**src/rtl/branch_predictor_if.sv**
```systemverilog
// Fetch-side lookup and EX/MEM training signals shared between the core and branch_predictor.
// master = core side (drives PCs and training), slave = predictor.
interface branch_predictor_if #(
  parameter int CNT_W = 32
);
  logic [31:0]      fetch_pc;
  logic             predict_taken;
  logic [31:0]      predict_target;
  logic             upd_valid;
  logic [31:0]      upd_pc;
  logic             upd_is_jump;
  logic             upd_taken;
  logic [31:0]      upd_target;
  logic             mispredict;
  logic [CNT_W-1:0] mispredict_count;

  modport master (
    output fetch_pc, upd_valid, upd_pc, upd_is_jump, upd_taken, upd_target,
    input  predict_taken, predict_target, mispredict, mispredict_count
  );

  modport slave (
    input  fetch_pc, upd_valid, upd_pc, upd_is_jump, upd_taken, upd_target,
    output predict_taken, predict_target, mispredict, mispredict_count
  );
endinterface

```
**src/rtl/branch_predictor.sv**
```systemverilog
// BTB with 2-bit direction counters, same-cycle fetch prediction and a mispredict counter.
// Optional gshare direction table enabled by defining BRANCH_PREDICTOR_GSHARE_EN.
module branch_predictor #(
  parameter int         ENTRIES  = 16,
  parameter logic [1:0] CTR_INIT = 2'b01,
  parameter int         CNT_W    = 32
) (
  input logic               CLK,
  input logic               nRST,
  branch_predictor_if.slave bus
);
  localparam int IDX_W = $clog2(ENTRIES);
  localparam int TAG_W = 30 - IDX_W;

  logic             r_valid  [ENTRIES];
  logic [TAG_W-1:0] r_tag    [ENTRIES];
  logic [31:0]      r_target [ENTRIES];
  logic [1:0]       r_ctr    [ENTRIES];
  logic [CNT_W-1:0] r_count;

  logic [IDX_W-1:0] w_fIdx, w_uIdx, w_fCtrIdx, w_uCtrIdx;
  logic [TAG_W-1:0] w_fTag, w_uTag;
  logic             w_fHit, w_uHit, w_fTaken;
  logic [1:0]       w_uCtr, w_nextCtr;
  logic             w_predTaken, w_actTaken, w_misp;
  logic             w_ctrWe, w_btbWe;

  assign w_fIdx = bus.fetch_pc[IDX_W+1:2];
  assign w_fTag = bus.fetch_pc[31:IDX_W+2];
  assign w_uIdx = bus.upd_pc[IDX_W+1:2];
  assign w_uTag = bus.upd_pc[31:IDX_W+2];

`ifdef BRANCH_PREDICTOR_GSHARE_EN
  logic [IDX_W-1:0] r_ghr;

  // Both lookup ports hash with the current history, before this cycle's shift
  assign w_fCtrIdx = w_fIdx ^ r_ghr;
  assign w_uCtrIdx = w_uIdx ^ r_ghr;

  always_ff @(posedge CLK or negedge nRST) begin
    if (!nRST) begin
      r_ghr <= '0;
    end else if (bus.upd_valid && !bus.upd_is_jump) begin
      r_ghr <= IDX_W'({r_ghr, bus.upd_taken});
    end
  end
`else
  assign w_fCtrIdx = w_fIdx;
  assign w_uCtrIdx = w_uIdx;
`endif

  assign w_fHit   = r_valid[w_fIdx] && (r_tag[w_fIdx] == w_fTag);
  assign w_fTaken = w_fHit && r_ctr[w_fCtrIdx][1];

  assign bus.predict_taken  = w_fTaken;
  assign bus.predict_target = w_fTaken ? r_target[w_fIdx] : bus.fetch_pc + 32'd4;

  // Second lookup on upd_pc sees pre-update state, so mispredict reflects what fetch saw
  assign w_uHit      = r_valid[w_uIdx] && (r_tag[w_uIdx] == w_uTag);
  assign w_uCtr      = r_ctr[w_uCtrIdx];
  assign w_predTaken = w_uHit && w_uCtr[1];
  assign w_actTaken  = bus.upd_is_jump || bus.upd_taken;
  assign w_misp      = bus.upd_valid &&
                       ((w_predTaken != w_actTaken) ||
                        (w_predTaken && w_actTaken && (r_target[w_uIdx] != bus.upd_target)));

  assign bus.mispredict       = w_misp;
  assign bus.mispredict_count = r_count;

  always_comb begin
    w_nextCtr = w_uCtr;
    if (bus.upd_is_jump) begin
      w_nextCtr = 2'b11;
    end else if (!w_uHit) begin
      w_nextCtr = 2'b10;
    end else if (bus.upd_taken) begin
      w_nextCtr = (w_uCtr == 2'b11) ? 2'b11 : w_uCtr + 2'b01;
    end else begin
      w_nextCtr = (w_uCtr == 2'b00) ? 2'b00 : w_uCtr - 2'b01;
    end
  end

  // A miss that was not taken leaves every table untouched
  assign w_ctrWe = bus.upd_valid && (w_uHit || w_actTaken);
  assign w_btbWe = bus.upd_valid && w_actTaken;

  always_ff @(posedge CLK or negedge nRST) begin
    if (!nRST) begin
      for (int i = 0; i < ENTRIES; i++) begin
        r_valid[i] <= 1'b0;
        r_ctr[i]   <= CTR_INIT;
      end
      r_count <= '0;
    end else begin
      if (w_btbWe) begin
        r_valid[w_uIdx] <= 1'b1;
      end
      if (w_ctrWe) begin
        r_ctr[w_uCtrIdx] <= w_nextCtr;
      end
      if (w_misp) begin
        r_count <= r_count + CNT_W'(1);
      end
    end
  end

  // Tags and targets need no reset; valid bits hide stale contents
  always_ff @(posedge CLK) begin
    if (w_btbWe && nRST) begin
      r_tag[w_uIdx]    <= w_uTag;
      r_target[w_uIdx] <= bus.upd_target;
    end
  end
endmodule

```
**src/flat_wrapper.sv**
```systemverilog
// flat-port wrapper written by rule: the top's interface ports become plain ports
module branch_predictor_flat 
#(
  parameter int         ENTRIES  = 16,
  parameter logic [1:0] CTR_INIT = 2'b01,
  parameter int         CNT_W    = 32
)
  (CLK, nRST, bus_fetch_pc, bus_upd_valid, bus_upd_pc, bus_upd_is_jump, bus_upd_taken, bus_upd_target, bus_predict_taken, bus_predict_target, bus_mispredict, bus_mispredict_count);
  branch_predictor_if #(.CNT_W(CNT_W)) bus_i ();
  input logic CLK;
  input logic nRST;
  input wire logic [$bits(bus_i.fetch_pc)-1:0] bus_fetch_pc;
  input wire logic [$bits(bus_i.upd_valid)-1:0] bus_upd_valid;
  input wire logic [$bits(bus_i.upd_pc)-1:0] bus_upd_pc;
  input wire logic [$bits(bus_i.upd_is_jump)-1:0] bus_upd_is_jump;
  input wire logic [$bits(bus_i.upd_taken)-1:0] bus_upd_taken;
  input wire logic [$bits(bus_i.upd_target)-1:0] bus_upd_target;
  output wire logic [$bits(bus_i.predict_taken)-1:0] bus_predict_taken;
  output wire logic [$bits(bus_i.predict_target)-1:0] bus_predict_target;
  output wire logic [$bits(bus_i.mispredict)-1:0] bus_mispredict;
  output wire logic [$bits(bus_i.mispredict_count)-1:0] bus_mispredict_count;
  assign bus_i.fetch_pc = bus_fetch_pc;
  assign bus_i.upd_valid = bus_upd_valid;
  assign bus_i.upd_pc = bus_upd_pc;
  assign bus_i.upd_is_jump = bus_upd_is_jump;
  assign bus_i.upd_taken = bus_upd_taken;
  assign bus_i.upd_target = bus_upd_target;
  assign bus_predict_taken = bus_i.predict_taken;
  assign bus_predict_target = bus_i.predict_target;
  assign bus_mispredict = bus_i.mispredict;
  assign bus_mispredict_count = bus_i.mispredict_count;
  branch_predictor #(.ENTRIES(ENTRIES), .CTR_INIT(CTR_INIT), .CNT_W(CNT_W)) u_core (.CLK(CLK), .nRST(nRST), .bus(bus_i));
endmodule
```
**config.mk**
```make
export PLATFORM = sky130hd
export DESIGN_NAME = branch_predictor_flat
export DESIGN_NICKNAME = d
export VERILOG_FILES = /design/src/rtl/branch_predictor_if.sv /design/src/rtl/branch_predictor.sv /design/src/flat_wrapper.sv
export SDC_FILE = /design/constraint.sdc
export NUM_CORES = 1
export LEC_CHECK = 0
export CORE_UTILIZATION = 35
export DETAILED_ROUTE_END_ITERATION = 10
export PLACE_DENSITY = 0.59
export SKIP_LAST_GASP = 1
export SLEW_MARGIN = 20
export SYNTH_ARGS = -nofsm -noshare
export SYNTH_HDL_FRONTEND = slang
export SYNTH_SLANG_ARGS = --single-unit
export TNS_END_PERCENT = 30
```
**constraint.sdc**
```tcl
create_clock -name CLK -period 7.4 [get_ports CLK]
set_input_delay 1.11 -clock CLK [delete_from_list [all_inputs] [get_ports CLK]]
set_output_delay 1.11 -clock CLK [all_outputs]
set_load 0.02 [all_outputs]
```
# After elaboration in Yosys (flattened, before gate mapping)

Memories as Yosys holds them, arrays and structs flattened.
Cells that the tools add are included.

Flip-flop bits (word level): 80
Bits in latches: 0
RAM bits: 928
Memory bits (read-only): 0
Input port bits: 101
Output and inout bits: 66
Logic and storage cells: 90
Memories kept: 2

$add $sub $neg: 4
Multipliers: 0
Div/mod/pow operators: 0
Magnitude comparators: 3
Equality and inequality tests: 5
Shifts and indexed selects: 0
Mux-type cells: 25
Bitwise logic cells: 3
Reduce and logical (&&, ||, !) cells: 15

Memories:

| memory          | depth | bits a word | read ports | clocked after Yosys merged registers in | wr ports | line                   | RTL |
|---|---|---|---|---|---|---|---|
| u_core.r_target | 16    | 32          | 2          | 0                                       | 1        | branch_predictor.sv:17 | `logic [31:0] r_target [ENTRIES];` |
| u_core.r_tag    | 16    | 26          | 2          | 0                                       | 1        | branch_predictor.sv:16 | `logic [TAG_W-1:0] r_tag [ENTRIES];` |

Operator list:

| cell                    | count |
|---|---|
| $eq A26 B26 Y1          | 2 |
| $add A32 B1 Y32 const B | 1 |
| $add A32 B3 Y32 const B | 1 |
| $bwmux W32              | 1 |
| $mux W32                | 1 |
| $ne A32 B32 Y1          | 1 |
| $mux W2                 | 10 |
| $bmux W2 S4             | 2 |
| $or A16 B16 Y16         | 1 |
| $logic_and A1 B1 Y1     | 11 |
| $ge A5 B5 Y1 const B    | 2 |
| $not A4 Y5              | 2 |
| $bmux W1 S4             | 2 |
| $demux W2 S4            | 1 |
| $mux W1                 | 7 |
| $lt A5 B1 Y1 const B    | 1 |
| $demux W1 S4            | 1 |
| $logic_or A1 B1 Y1      | 3 |
| $add A2 B1 Y2 const B   | 1 |
| $eq A2 B2 Y1 const B    | 1 |
| $logic_not A2 Y1        | 1 |
| $sub A2 B1 Y2 const B   | 1 |
| $ne A1 B1 Y1            | 1 |

# Longest topological paths before layout

Word-level depth: 10
Mapped depth: 20
Mapped depth without buffers: 14

# Least setup slack after synthesis

No wires, ideal clock.

Path type: input to register
From: input bus_upd_pc[4]
To: memory u_core.r_tag[15][0] in the netlist's numbering, enable pin
Setup time: 0.545 ns
Arrival time: 6.805 ns
Required time: 6.855 ns
Setup slack: 0.049 ns
Cell stages on the path: 8
Path buffers: 6
Cells stage by stage: buf_2 -> clkbuf_1 -> clkbuf_1 -> buf_4 -> buf_4 -> clkbuf_1 -> nand2_1 -> nor3_1

RTL lines:

| what        | line                   | RTL |
|---|---|---|
| from (decl) | flat_wrapper.sv:14     | `input wire logic [$bits(bus_i.upd_pc)-1:0] bus_upd_pc;` |
| to (decl)   | branch_predictor.sv:16 |  |

No word-level cell before the write port.

# Final worst setup path

From: input bus_upd_pc[5]
To: output bus_mispredict

Word-level cells in the longest chain between the ends: 10
Elaborated cells on any way between the ends: 18
Those cells by class: 3 x eq/ne; 6 x mux; 1 x bitwise; 6 x reduce/logical; 2 x memory

Ends and longest elaborated chain:

| what                                                                    | line                   | RTL |
|---|---|---|
| parallel branches: the longest is 8 deep, another holds $mem_v2 Z16 W26 | --                     |  |
| $logic_or A1 B1 Y1 (*)                                                  | branch_predictor.sv:64 | `((w_predTaken != w_actTaken) \|\|` |
| $logic_and A1 B1 Y1 (*)                                                 | branch_predictor.sv:63 | `assign w_misp = bus.upd_valid &&` |
| to (decl)                                                               | flat_wrapper.sv:20     | `output wire logic [$bits(bus_i.mispredict)-1:0] bus_mispredict;` |

Every way passes the cells marked *. The select of a mux whose other input is x is not followed.

==> flow_metrics.tcl <==
set metrics [dict create \
    vias_per_cell 5.938 \
    cp_common_cell "buf_4" \
    placeableCoreArea_sq_um 138200 \
    clock_sink_count 1008 \
    critical_path.cell_chain "buf_8, buf_4, nand2_1, o22ai_1, o21ai_0, a21o_1, a21oi_1, nor4b_1, buf_4, and2_1, and3_1, ha_1, a2111oi_0, and4_1, a31oi_4, clkdlybuf4s50_1" \
    finalSetupTns_ps 0 \
    syn_area_sq_um 49000 \
    startpoint_type_of_the_worst_setup_path "primary input" \
    synth.lib_cells_used.distinct 67 \
    max_stage_delay_ps 590 \
    post_synth.cell_area_avg_sq_um 18.65 \
    skew_ps 24.67 \
    end_kind "primary output" \
    whs_ps 323.0 \
    timing.final.ws_setup_ps 141.7 \
    grt_pass1_vias 29390 \
    grt_start_max_net_pins 83 \
    floorplan.die_area_sq_um 141500 \
    timing.final.crit_period_ps 7258 \
    final.period_utilization_pct 98.08 \
    antenna_left 0 \
    post_cts_setup_inserts 0 \
    timing.rr.start "u_core.r_tag[9][23]$_DFFE_PP_" \
    synth-seq-cells 1008 \
    seq_area_frac_synth_pct 61.00 \
    cts-buffers-inserted 109 \
    grt_overflow_total 0 \
    final_max_slew_viol_count 0 \
    finalCoreUtilization_pct 41.00 \
    design.final.nets 2941 \
    timing.rr.end "u_core.bus.mispredict_count[28]$_DFFE_PN0P_" \
    worstRegToRegCells 14 \
    synthesis.yosys.warnings 0 \
    synth_top_cell_by_area "edfxtp_1" \
    syn_nets 2731 \
    postRouteWirelength_mm 150.0 \
    cap_viol_max_count 0 \
    synthMostInstantiatedCell "edfxtp_1" \
    cts.htree.levels 3 \
    first_pass_grt_wire_length_mm 214.9 \
    cpLargestDelayFamily "buffers and inverters" \
    num_rows 136 \
    postCtsHoldBufs 0 \
    dr_drc_count 0 \
    leakagePower_uw 0.01843 \
    crit_path_max_fanout 57 \
    ys.flop_type "edfxtp_1" \
    port_buffers 164 \
    cts_tree "done" \
    preCtsSetupSlack_ps 77.22 \
    clockBufferDepth 3 \
    number_of_instances_in_the_synthesized_netlist 2627 \
    synth.top_cells.by_area "edfxtp_1 57%, mux4_2 21%, mux2i_1 4.7%, dfrtp_1 3.3%, xnor2_1 2.2%" \
    maxSlewHeadroom_pct 21.49 \
    syn_to_final_growth_pct 15.63 \
    cp_data_required_time_ps 6290 \
    num_io_pins 167 \
    synthTopCellsByCount "928 x edfxtp_1, 453 x mux4_2, 230 x mux2i_1" \
    dpl.hpwl_mm 92.72 \
    first_iter_violations 3328 \
    grt_antenna_before_repair 19 \
    drtPass1Iterations 5 \
    path_clk_slew_ps 50 \
    vdd_ir_drop_max_uv 190.2 \
    placedCellCount 4589 \
    wire_per_inst_microns 31.25 \
    max_slew.worst_pin.slew_ps 1175 \
    timing_hold_violations_final 0 \
    die_height_microns 376.2 \
    num-fill-cells 12200 \
    routabilityCongestion 0.8561 \
    instances_no_fill 4798 \
    vias 28490 \
    timing.critical_path.slowest_stage_cell "clkdlybuf4s50_1" \
    async_reset_ff_share_pct 7.937 \
    synth_largest_type_area_fraction_pct 56.87 \
    timing.critical_path.buf_inv 4 \
    track_usage_pct 21.11 \
    crit_arrival_ps 6150 \
    reg2reg_setup_slack_ps 2250 \
    clkLatencyLatePin_ps 740 \
    setup_viol 0 \
    timing_worst_setup_path_type "in -> out" \
    result_of_the_run "finished, final reports clean" \
    start_util_pct 35.46 \
    rsz0062_at_grt "no" \
    fp.dieW_microns 376.2 \
    cts-root-buf "clkbuf_16" \
    final_layout_size_suffix_gt1_share_pct 28.88 \
    min_path_type "in -> async" \
    power-per-cell-area_nw_per_um2 233.4 \
    max_freq_ghz 0.1378 \
    synth_edf_count 928 \
]
-- registers in the layout, indices dropped and copies added (netlist names) --
name                         flops
u_core.r_ctr                    32
u_core.r_target                512
u_core.r_tag                   416
u_core.bus.mispredict_count     32
u_core.r_valid                  16
-- logic make-up after synthesis --
| kind of cell | Yosys count | share of synthesized area, % |
|---|---|---|
| buffers and inverters | 190 | 2.308 |
| xor gates and xnor gates | 165 | 2.949 |
| muxes | 745 | 27.22 |
| adders and majority gates | 4 | 0.09705 |
| and+or+nand+nor | 309 | 3.312 |
| AOI/OAI and AO/OA | 206 | 3.110 |
| DFF | 1008 | 61.00 |
-- per-stage QoR --
step	area (sq um)	total power, uW
final	56660	13220
after global routing	56650	13620
after CTS	56640	13310
after detailed placement	53160	8019
after global placement	53140	7982
after floorplan	49000	7438
-- worst register-to-register path: cells and delay by family, from the launching register on --
| kind | cells | cell delay [ps] |
|---|---|---|
| DFF | 1 | 400 |
| AOI/OAI and AO/OA | 2 | 760 |
| buffers and inverters | 1 | 210 |
| muxes | 2 | 1040 |
| and+or+nand+nor | 6 | 1880 |
| xor gates and xnor gates | 2 | 360 |
| adders and majority gates | 1 | 380 |
-- power breakdown --
group	switching [uW]	leakage, uW	total (uW)	internal [uW]
clock network	2300	0.00170	5310	3010
registers	94.6	0.00929	6470	6370
logic	795	0.00743	1440	647
total	3190	0.0184	13200	10000
-- final cells by class --
cell class,count,area [sq um],share of cell area (%)
Clock buffer,138,2929,5.170
Antenna cell,6,15.01,0.02650
Timing Repair Buffer,280,2793,4.929
Tap cell,1863,2331,4.114
Inverter,9,33.78,0.05963
Clock inverter,65,554.3,0.9783
Sequential cell,1008,29890,52.75
Multi-Input combinational cell,1429,18110,31.97
-- worst max path at each step --
| stage | startpoint | endpoint | slack, ps | depth (start not counted) |
|---|---|---|---|---|
| finish | bus_upd_pc[5] | bus_mispredict | 140 | 16 |
| global route | bus_upd_pc[5] | bus_mispredict | 40 | 16 |
| CTS | bus_upd_pc[3] | bus_mispredict | 60 | 16 |
| detailed placement | bus_upd_pc[3] | bus_mispredict | 80 | 16 |
| global placement | bus_upd_pc[3] | bus_mispredict | 120 | 16 |
| floorplan | bus_upd_pc[4] | u_core.r_tag[15][0]$_DFFE_PP_ | 50 | 8 |
-- per-layer routing --
metal,wire length [microns],GRT usage (%)
met5,98,0
met1,61700,28.88
met4,3721,6.220
met2,71500,33.71
met3,12940,4.641
-- placed cells by master, fill, tap and decap left out, types with 16 or more instances in the layout --
cell type / n
nor2_1: 42
a211oi_1: 18
buf_4: 98
mux2i_1: 230
clkbuf_1: 22
xor2_1: 40
a22oi_1: 37
dfrtp_1: 64
xnor2_1: 125
clkinv_1: 20
nand4_1: 36
mux4_2: 453
dfstp_2: 16
clkbuf_16: 111
clkinv_2: 25
mux2_2: 53
buf_12: 21
nand3_1: 42
edfxtp_1: 928
a21oi_1: 30
clkdlybuf4s50_1: 155
nand2_1: 63
a2bb2oi_1: 25
and3_1: 27
-- timing repair --
action	CTS	global route
endpoints found under the hold margin	0	0
resized for setup	0	1
setup endpoints to repair	0	1
No activity file was read; power rests on OpenSTA's default activity.
